--- src/rtl/ga_pkg.sv ---
// ga_pkg: shared definitions for the GA mutation scheduler slice.
//   - ga_state_e   : scheduler FSM states (IDLE / GRANT / XFER)
//   - MUT_RATE_MIN : smallest legal "one child in N" mutation rate
//   - MUT_RATE_MAX : largest legal mutation rate
//   - CHROM_MAX_W  : default chromosome width
//   - clamp_rate() : folds any programmed rate into [MUT_RATE_MIN, MUT_RATE_MAX]
package ga_pkg;

    typedef enum logic [1:0] {
        IDLE  = 2'd0,
        GRANT = 2'd1,
        XFER  = 2'd2
    } ga_state_e;

    localparam int unsigned MUT_RATE_MIN = 2;
    localparam int unsigned MUT_RATE_MAX = 10;
    localparam int unsigned CHROM_MAX_W  = 32;

    // Result always fits in 4 bits because MUT_RATE_MAX is 10.
    function automatic logic [3:0] clamp_rate(input logic [31:0] rate);
        if (rate < MUT_RATE_MIN) begin
            return 4'(MUT_RATE_MIN);
        end
        if (rate > MUT_RATE_MAX) begin
            return 4'(MUT_RATE_MAX);
        end
        return rate[3:0];
    endfunction

endpackage

--- src/rtl/ga_rr_arbiter.sv ---
// ga_rr_arbiter: combinational round-robin arbiter.
// Grants the first requesting index strictly after ptr, wrapping at N_REQ-1.
// The pointer register is owned by the parent.
// Ports:
//   req   in  N_REQ           request vector
//   ptr   in  $clog2(N_REQ)   index of the most recent winner
//   grant out N_REQ           one-hot grant (all zero when no request)
module ga_rr_arbiter #(
    parameter int unsigned N_REQ = 2
) (
    input  logic [N_REQ-1:0]         req,
    input  logic [$clog2(N_REQ)-1:0] ptr,
    output logic [N_REQ-1:0]         grant
);
    import ga_pkg::*;

    localparam int unsigned IDX_W = $clog2(N_REQ);

    logic [IDX_W-1:0] idx;
    logic             found;

    always_comb begin
        grant = '0;
        found = 1'b0;
        idx   = ptr;
        for (int k = 0; k < N_REQ; k++) begin
            // Explicit wrap: N_REQ need not be a power of two.
            idx = (idx == IDX_W'(N_REQ - 1)) ? '0 : idx + IDX_W'(1);
            if (!found && req[idx]) begin
                grant[idx] = 1'b1;
                found      = 1'b1;
            end
        end
    end

endmodule

--- src/rtl/ga_mutation_sched.sv ---
// ga_mutation_sched: shares one mutation datapath between N_REQ crossover engines.
// Per child: round-robin grant, capture into a hold register, then push either
// the mutated or the unchanged chromosome into the queue, honouring queue_full.
// Ports:
//   clk, rst (async, active high), sw_rst (sync, same effect as rst)
//   mutation_rate_max_cntr  one child in N mutated, clamped to 2..10
//   req_valid / req_child   per-requester valid and flat child vector
//   req_ack                 registered one-hot acknowledge pulse
//   mut_child / mut_result  held child to the datapath / its combinational result
//   queue_full / queue_push / queue_chromosome / mut_applied   queue push side
//   busy                    FSM is not idle
//   stat_push_cnt / stat_mut_cnt   saturating statistics
// Configuration: define GA_MUT_SCHED_STATS_EN to build the statistics counters;
// otherwise both stats ports are tied to zero.
module ga_mutation_sched #(
    parameter int unsigned N_REQ       = 2,
    parameter int unsigned CHROM_MAX_W = 32,
    parameter int unsigned RATE_W      = 4,
    parameter int unsigned STAT_W      = 16
) (
    input  logic                         clk,
    input  logic                         rst,
    input  logic                         sw_rst,
    input  logic [RATE_W-1:0]            mutation_rate_max_cntr,
    input  logic [N_REQ-1:0]             req_valid,
    input  logic [N_REQ*CHROM_MAX_W-1:0] req_child,
    output logic [N_REQ-1:0]             req_ack,
    output logic [CHROM_MAX_W-1:0]       mut_child,
    input  logic [CHROM_MAX_W-1:0]       mut_result,
    input  logic                         queue_full,
    output logic                         queue_push,
    output logic [CHROM_MAX_W-1:0]       queue_chromosome,
    output logic                         mut_applied,
    output logic                         busy,
    output logic [STAT_W-1:0]            stat_push_cnt,
    output logic [STAT_W-1:0]            stat_mut_cnt
);
    import ga_pkg::*;

    localparam int unsigned IDX_W = $clog2(N_REQ);

    ga_state_e              state_q, state_d;
    logic [IDX_W-1:0]       ptr_q, win_idx;
    logic [3:0]             cnt_q, rate_max;
    logic [N_REQ-1:0]       grant, ack_q;
    logic [CHROM_MAX_W-1:0] hold_q, chrom_q, win_child;
    logic                   push_q, applied_q;
    logic                   accept, push_now, sel;

    ga_rr_arbiter #(
        .N_REQ (N_REQ)
    ) u_arb (
        .req   (req_valid),
        .ptr   (ptr_q),
        .grant (grant)
    );

    assign rate_max = clamp_rate(32'(mutation_rate_max_cntr));
    // cnt_q may exceed max-1 after max is lowered; >= forces a mutation then.
    assign sel      = (cnt_q >= (rate_max - 4'd1));

    always_comb begin
        win_child = '0;
        win_idx   = '0;
        for (int i = 0; i < N_REQ; i++) begin
            if (grant[i]) begin
                win_child = win_child | req_child[i*CHROM_MAX_W +: CHROM_MAX_W];
                win_idx   = IDX_W'(i);
            end
        end
    end

    always_comb begin
        state_d  = state_q;
        accept   = 1'b0;
        push_now = 1'b0;
        unique case (state_q)
            IDLE: begin
                if (|req_valid) begin
                    accept  = 1'b1;
                    state_d = GRANT;
                end
            end
            GRANT: state_d = XFER;
            XFER: begin
                if (!queue_full) begin
                    push_now = 1'b1;
                    state_d  = IDLE;
                end
            end
            default: state_d = IDLE;
        endcase
    end

    always_ff @(posedge clk or posedge rst) begin
        if (rst) begin
            state_q   <= IDLE;
            ptr_q     <= IDX_W'(N_REQ - 1);
            cnt_q     <= '0;
            ack_q     <= '0;
            hold_q    <= '0;
            chrom_q   <= '0;
            push_q    <= 1'b0;
            applied_q <= 1'b0;
        end else if (sw_rst) begin
            state_q   <= IDLE;
            ptr_q     <= IDX_W'(N_REQ - 1);
            cnt_q     <= '0;
            ack_q     <= '0;
            hold_q    <= '0;
            chrom_q   <= '0;
            push_q    <= 1'b0;
            applied_q <= 1'b0;
        end else begin
            state_q   <= state_d;
            ack_q     <= accept ? grant : '0;
            push_q    <= push_now;
            applied_q <= push_now & sel;
            if (accept) begin
                hold_q <= win_child;
                ptr_q  <= win_idx;
            end
            if (push_now) begin
                chrom_q <= sel ? mut_result : hold_q;
                cnt_q   <= sel ? '0 : cnt_q + 4'd1;
            end
        end
    end

    assign req_ack          = ack_q;
    assign mut_child        = hold_q;
    assign queue_push       = push_q;
    assign queue_chromosome = chrom_q;
    assign mut_applied      = applied_q;
    assign busy             = (state_q != IDLE);

`ifdef GA_MUT_SCHED_STATS_EN
    logic [STAT_W-1:0] push_cnt_q, mut_cnt_q;

    always_ff @(posedge clk or posedge rst) begin
        if (rst) begin
            push_cnt_q <= '0;
            mut_cnt_q  <= '0;
        end else if (sw_rst) begin
            push_cnt_q <= '0;
            mut_cnt_q  <= '0;
        end else begin
            if (push_q && (push_cnt_q != '1)) begin
                push_cnt_q <= push_cnt_q + STAT_W'(1);
            end
            if (push_q && applied_q && (mut_cnt_q != '1)) begin
                mut_cnt_q <= mut_cnt_q + STAT_W'(1);
            end
        end
    end

    assign stat_push_cnt = push_cnt_q;
    assign stat_mut_cnt  = mut_cnt_q;
`else
    assign stat_push_cnt = '0;
    assign stat_mut_cnt  = '0;
`endif

endmodule

--- config.mk ---
export PLATFORM = sky130hd
export DESIGN_NAME = ga_mutation_sched
export DESIGN_NICKNAME = d
export VERILOG_FILES = /design/src/rtl/ga_pkg.sv /design/src/rtl/ga_rr_arbiter.sv /design/src/rtl/ga_mutation_sched.sv
export SDC_FILE = /design/constraint.sdc
export NUM_CORES = 1
export LEC_CHECK = 0
export ABC_CLOCK_PERIOD_IN_PS = 3600
export CAP_MARGIN = 25
export CORE_UTILIZATION = 43
export CTS_CLUSTER_SIZE = 20
export DETAILED_ROUTE_END_ITERATION = 6
export GPL_TIMING_DRIVEN = 0
export PLACE_DENSITY = 0.92
export SETUP_SLACK_MARGIN = 0.1
export SYNTH_ARGS = -nofsm -noshare
export SYNTH_HDL_FRONTEND = slang
export SYNTH_SLANG_ARGS = --single-unit
--- constraint.sdc ---
create_clock -name clk -period 3.6 [get_ports clk]
set_input_delay 0.36 -clock clk [delete_from_list [all_inputs] [get_ports clk]]
set_output_delay 0.36 -clock clk [all_outputs]
set_load 0.02 [all_outputs]
## Yosys cells after proc, flatten, opt, wreduce, memory -nomap -nowiden

Index checks and enable logic that the tools add are counted.

- Order comparisons: 7
- Add/sub/neg operators: 4
- Equality and inequality tests: 4
- Bitwise gates (word level): 3
- Multiply operators: 0
- Div/mod/pow operators: 0
- Shift operators: 0
- Reductions and logical operators: 10
- Multiplexer cells: 45

Operator list:

| cell | number |
|---|---|
| two-way mux 32 bit | 7 |
| OR 32 bit | 1 |
| two-way mux 4 bit | 7 |
| two-way mux 1 bit | 21 |
| two-way mux 2 bit | 7 |
| != test 3 bit, second input constant | 2 |
| case mux 2 bit (3 select lines) | 1 |
| nonzero test 2 bit | 3 |
| adder 4 x 1 -> 4 bit, second input constant | 1 |
| >= comparator 4 bit | 1 |
| > comparator 4 bit, second input constant | 1 |
| less-than comparator 1 x 2 -> 1 bit, second input constant | 2 |
| less-than comparator 4 x 2 -> 1 bit, second input constant | 1 |
| subtractor 4 x 1 -> 4 bit, second input constant | 1 |
| logical AND 1 bit | 3 |
| adder 1 bit, second input constant | 2 |
| demux 1 bit (select 1 bit) | 2 |
| == test 2 x 1 -> 1 bit, second input constant | 1 |
| == test 2 bit, second input constant | 1 |
| >= comparator 1 bit, second input constant | 2 |
| zero test 2 bit | 1 |
| OR 2 bit | 1 |
| AND reduction 2 bit | 1 |
| OR reduction 2 bit | 1 |
| 2 further kinds | 2 |

- Memory bits (read-only): 0
- Output and inout port bits: 101
- Word-level logic and storage cells: 81
- Bits in writable memories: 0
- Register bits: 75
- Memories: 0
- Latch bits: 0

## Logic depth before layout (Yosys ltp)

- Word-level depth: 15
- Depth in mapped cells: 12
- Depth with buffers taken out: 9

## Cells and area by module

A second synthesis with hierarchy kept.

- Cells, all modules: 425
- Area, all modules: 4,060.1 um^2

Modules (own cells, without submodules):

| module | instances | cells each | area each (um^2) |
|---|---|---|---|
| ga_mutation_sched | 1 | 422 | 4,041.4 |
| ga_rr_arbiter | 1 | 3 | 18.8 |

## Worst setup path after synthesis

OpenSTA, ideal clock, no wires.

- Kind: input port to flip-flop
- Start point: input mutation_rate_max_cntr[3]
- End point: register chrom_q[0], in the netlist queue_chromosome[0]
- Path slack: 1.185 ns
- Stages on the path: 10
- Data required time: 3.520 ns
- Data arrival time: 2.335 ns
- Library setup time: 0.080 ns
- Buffers on the path: 3
- Cell sequence: or3_1 > nand3_1 > ha_1 > ha_1 > a2111o_1 > buf_6 > and2_4 > buf_6 > buf_6 > o211ai_2

- Cells in the longest elaborated chain, start to end: 10
- Elaborated cells between the ends (all ways): 13
- Classes of those cells: add/sub: 1; order compare: 3; mux: 9

Ends and longest elaborated chain:

| what | line | RTL |
|---|---|---|
| start, declared | ga_mutation_sched.sv:24 | `input logic [RATE_W-1:0] mutation_rate_max_cntr,` |
| > comparator 4 bit | ga_pkg.sv:24 | `if (rate > MUT_RATE_MAX) begin` |
| two-way mux 1 bit (2 in series) | ga_pkg.sv:24 |  |
| two-way mux 4 bit | ga_pkg.sv:27 | `return rate[3:0];` |
| two-way mux 4 bit (*) | ga_pkg.sv:24 |  |
| subtractor 4 x 1 -> 4 bit (*) | ga_mutation_sched.sv:60 | `assign sel = (cnt_q >= (rate_max - 4'd1));` |
| >= comparator 4 bit (*) | ga_mutation_sched.sv:60 |  |
| two-way mux 32 bit (*) | ga_mutation_sched.sv:124 | `chrom_q <= sel ? mut_result : hold_q;` |
| two-way mux 32 bit (*) | ga_mutation_sched.sv:123 | `if (push_now) begin` |
| two-way mux 32 bit (*) | ga_mutation_sched.sv:105 | `end else if (sw_rst) begin` |
| end signal, assigned | ga_mutation_sched.sv:124 |  |
| end, declared | ga_mutation_sched.sv:46 | `logic [CHROM_MAX_W-1:0] hold_q, chrom_q, win_child;` |

Mark *: on every way between the ends. The rest lies on a longest branch, timed or not. The select of a mux whose other input is x is not followed.
A chain may end at the register's enable or synchronous reset.

## Worst setup path in the final report

- Start point: input mutation_rate_max_cntr[3]
- End point: register chrom_q[11], in the netlist queue_chromosome[11]

The elaborated chain is that of the path after synthesis.

==> results.yml <==
outcome:
  status: "finished, final reports clean"
clock_tree:
  worstSkewPairLatency_ps: 340
  cts_tree: "done"
  h-tree-depth: 3
  clock_path_buffers: 2
  cts.sinks: 75
  holdBufCountCts: 0
  cts_buffers: 9
  cts_setup_buffers: 0
  cts_resized: 0
  root_buffer: "clkbuf_8"
  clk_pin_slew_ps: 80
grt:
  grt_overflow: 0
  grt_pass1_vias: 4184
  antenna_found_initial: 0
  grt.total_usage_pct: 26.68
  grt_pass1_wl_um: 20280
  grt_max_degree: 71
floorplanning:
  io_pins: 207
  row_count: 35
  die_w_um: 98.98
  initial_core_util_pct: 44.18
  coreArea_um2: 9153
  dieArea_um2: 9796
  die_y_um: 98.98
yosys:
  yosysUniqueCellTypes: 37
  synth_seq_cells: 75
  syn_inst: 425
  yosys.area.top_type: "dfrtp_1"
  synth_common_cells: "103 x nand2_1, 74 x dfrtp_1, 35 x o21ai_0"
  syn_area_per_cell_um2: 9.515
  syn-cell-area_um2: 4044
  yosysWarnings: 0
  synth_most_common_cell: "nand2_1"
  synth.yosys.seq_area_share_pct: 46.44
  async_flop_share_pct: 100.0
  synth_area_leaders: "dfrtp_1 46%, nand2_1 9.6%, o211ai_2 9.3%"
  synth_edf_count: 0
  synth_top_area_share_pct: 45.79
  synth-main-ff-cell: "dfrtp_1"
timing:
  max_freq_mhz: 344.6
  worstMarginPinSlew_ps: 726.1
  maxSlewViolCount: 0
  min_period_ps: 2902
  fin_ws_ps: 698.1
  post-route-period-util_pct: 80.61
  fin_setup_tns_ps: 0
  hold_viol_final: 0
  setup_viol: 0
  skew_ps: 13.26
  timing.slew.headroom_pct: 51.49
  rsz0062_at_grt: "false"
  fin_hold_ws_ps: 245.5
cells_and_area:
  drive_above_1_share_pct: 14.09
  n_antenna_cell: 0
  finalNetCount: 753
  finish.utilization_pct: 68.09
  area_growth_pct: 54.12
  fin_area_um2: 6232
  fin_cells: 757
place:
  routabilityCongestion: 0.7845
  dp_slack_ps: 358.9
  dpl-instance-area_um2: 6061
  placed_cells: 741
  dp_hpwl_um: 9686
  numPortBuffers: 173
worst_setup_path:
  cp_slowest_cell: "clkdlybuf4s50_1"
  crit_required_ps: 3860
  end_kind: "flip-flop"
  critPathArrivalTime_ps: 3160
  cp_max_fo: 10
  crit_buf_inv: 3
  path_class: "input pin to flip-flop"
  slowest_delay_ps: 480
  critical_path.cell_chain: "clkdlybuf4s50_1, or3_1, nand3_1, ha_1, xnor2_1, ha_1, o21ai_0, nand2b_1, clkbuf_1, buf_1, nand4_1, o211ai_2"
  worstSetupStartpointType: "input pin"
  crit_top_cell: "ha_1"
  crit_family: "buffers and inverters"
route:
  drt-wirelength-per-cell_um: 17.14
  dr.pass1.iters: 5
  antenna_left: 0
  via_per_inst: 5.417
  drt_iter0_markers: 186
  drc_errors: 0
  drt-total-wl_um: 12980
  vias: 4101
pwr:
  max-vdd-ir-drop_mv: 0.1692
  p_leak_nw: 2.771
  power.density_nw_per_um2: 328.8
  report.power.total_mw: 2.049
flow_run:
  drv_cap: 0
worst_hold_path:
  hold_class: "input pin to async pin"
## area by class of cell
cell class                      instances  area (um^2)
Fill cell                             753         2920
Sequential cell                        75         1878
Multi-Input combinational cell        307         1843
Timing Repair Buffer                  174         1759
Buffer                                 68        416.7
Clock buffer                           12        145.1
Tap cell                              111        138.9
Clock inverter                          4        26.28
Inverter                                6        25.02
## report_power, final
group / internal [mW] / leakage, nW / switching, mW
sequential: 0.882 / 1.03 / 0.0352
combinational: 0.256 / 1.66 / 0.295
clock: 0.269 / 0.0863 / 0.312
## state kept, by name, indices dropped and copies added, names as in the netlist
register / flops
req_ack: 2
cnt_q: 4
ptr_q: 1
queue_push: 1
state_q: 2
mut_child: 32
queue_chromosome: 32
mut_applied: 1
## cells in the final DEF, fill, tap and decap left out, types with 2 or more instances in the layout
master,count
o211ai_1,3
ha_1,6
and2_1,2
clkdlybuf4s50_1,173
o31ai_1,2
dfrtp_1,74
a32o_1,2
nor2_1,5
a22oi_1,32
nand2_1,103
buf_1,5
nand2b_1,3
inv_1,5
buf_4,32
nand3_1,2
xnor2_1,3
a21oi_1,2
clkbuf_8,10
clkinv_2,2
nand4_1,32
buf_2,3
clkbuf_1,25
o211ai_2,30
conb_1,32
o21ai_0,35
buf_6,5
## metal layers
layer	GRT usage [%]	part of all wire [%]	vias up
met5	0	0	-
met4	10.33	2.9	0
met3	6.312	6.3	30
met2	46.53	51	188
met1	31.85	39	2008
li1	-	-	1875
## path summary, 6_finish.rpt
| path | from | end | slack, ps | depth (start not counted) |
|---|---|---|---|---|
| setup / recovery | mutation_rate_max_cntr[3] | queue_chromosome[11]$_DFFE_PP0P_ | 700 | 12 |
| hold / removal | rst | queue_chromosome[3]$_DFFE_PP0P_ | 250 | 2 |
| setup reg to reg | cnt_q[0]$_DFFE_PP0P_ | queue_chromosome[11]$_DFFE_PP0P_ | 1390 | 8 |
| hold reg to reg | queue_chromosome[16]$_DFFE_PP0P_ | queue_chromosome[16]$_DFFE_PP0P_ | 490 | 2 |
| max in group asynchronous | rst | ptr_q$_DFFE_PP1P_ | 2760 | 3 |
| min in group clk | sw_rst | state_q[1]$_DFFE_PP0P_ | 380 | 2 |
## logic make-up (layout without fill, tap and decap cells)
group	after synthesis	after routing	synth area share [%]
flops	75	75	46.44
xor+xnor	3	3	0.6499
mux	1	1	0.2784
compound gates	110	110	22.09
simple gates	155	155	17.73
fa+ha+maj	6	6	1.856
other cells	1	32	0.09273
buf+inv	74	264	10.86
Note: power is estimated with default switching activity, not from simulation.
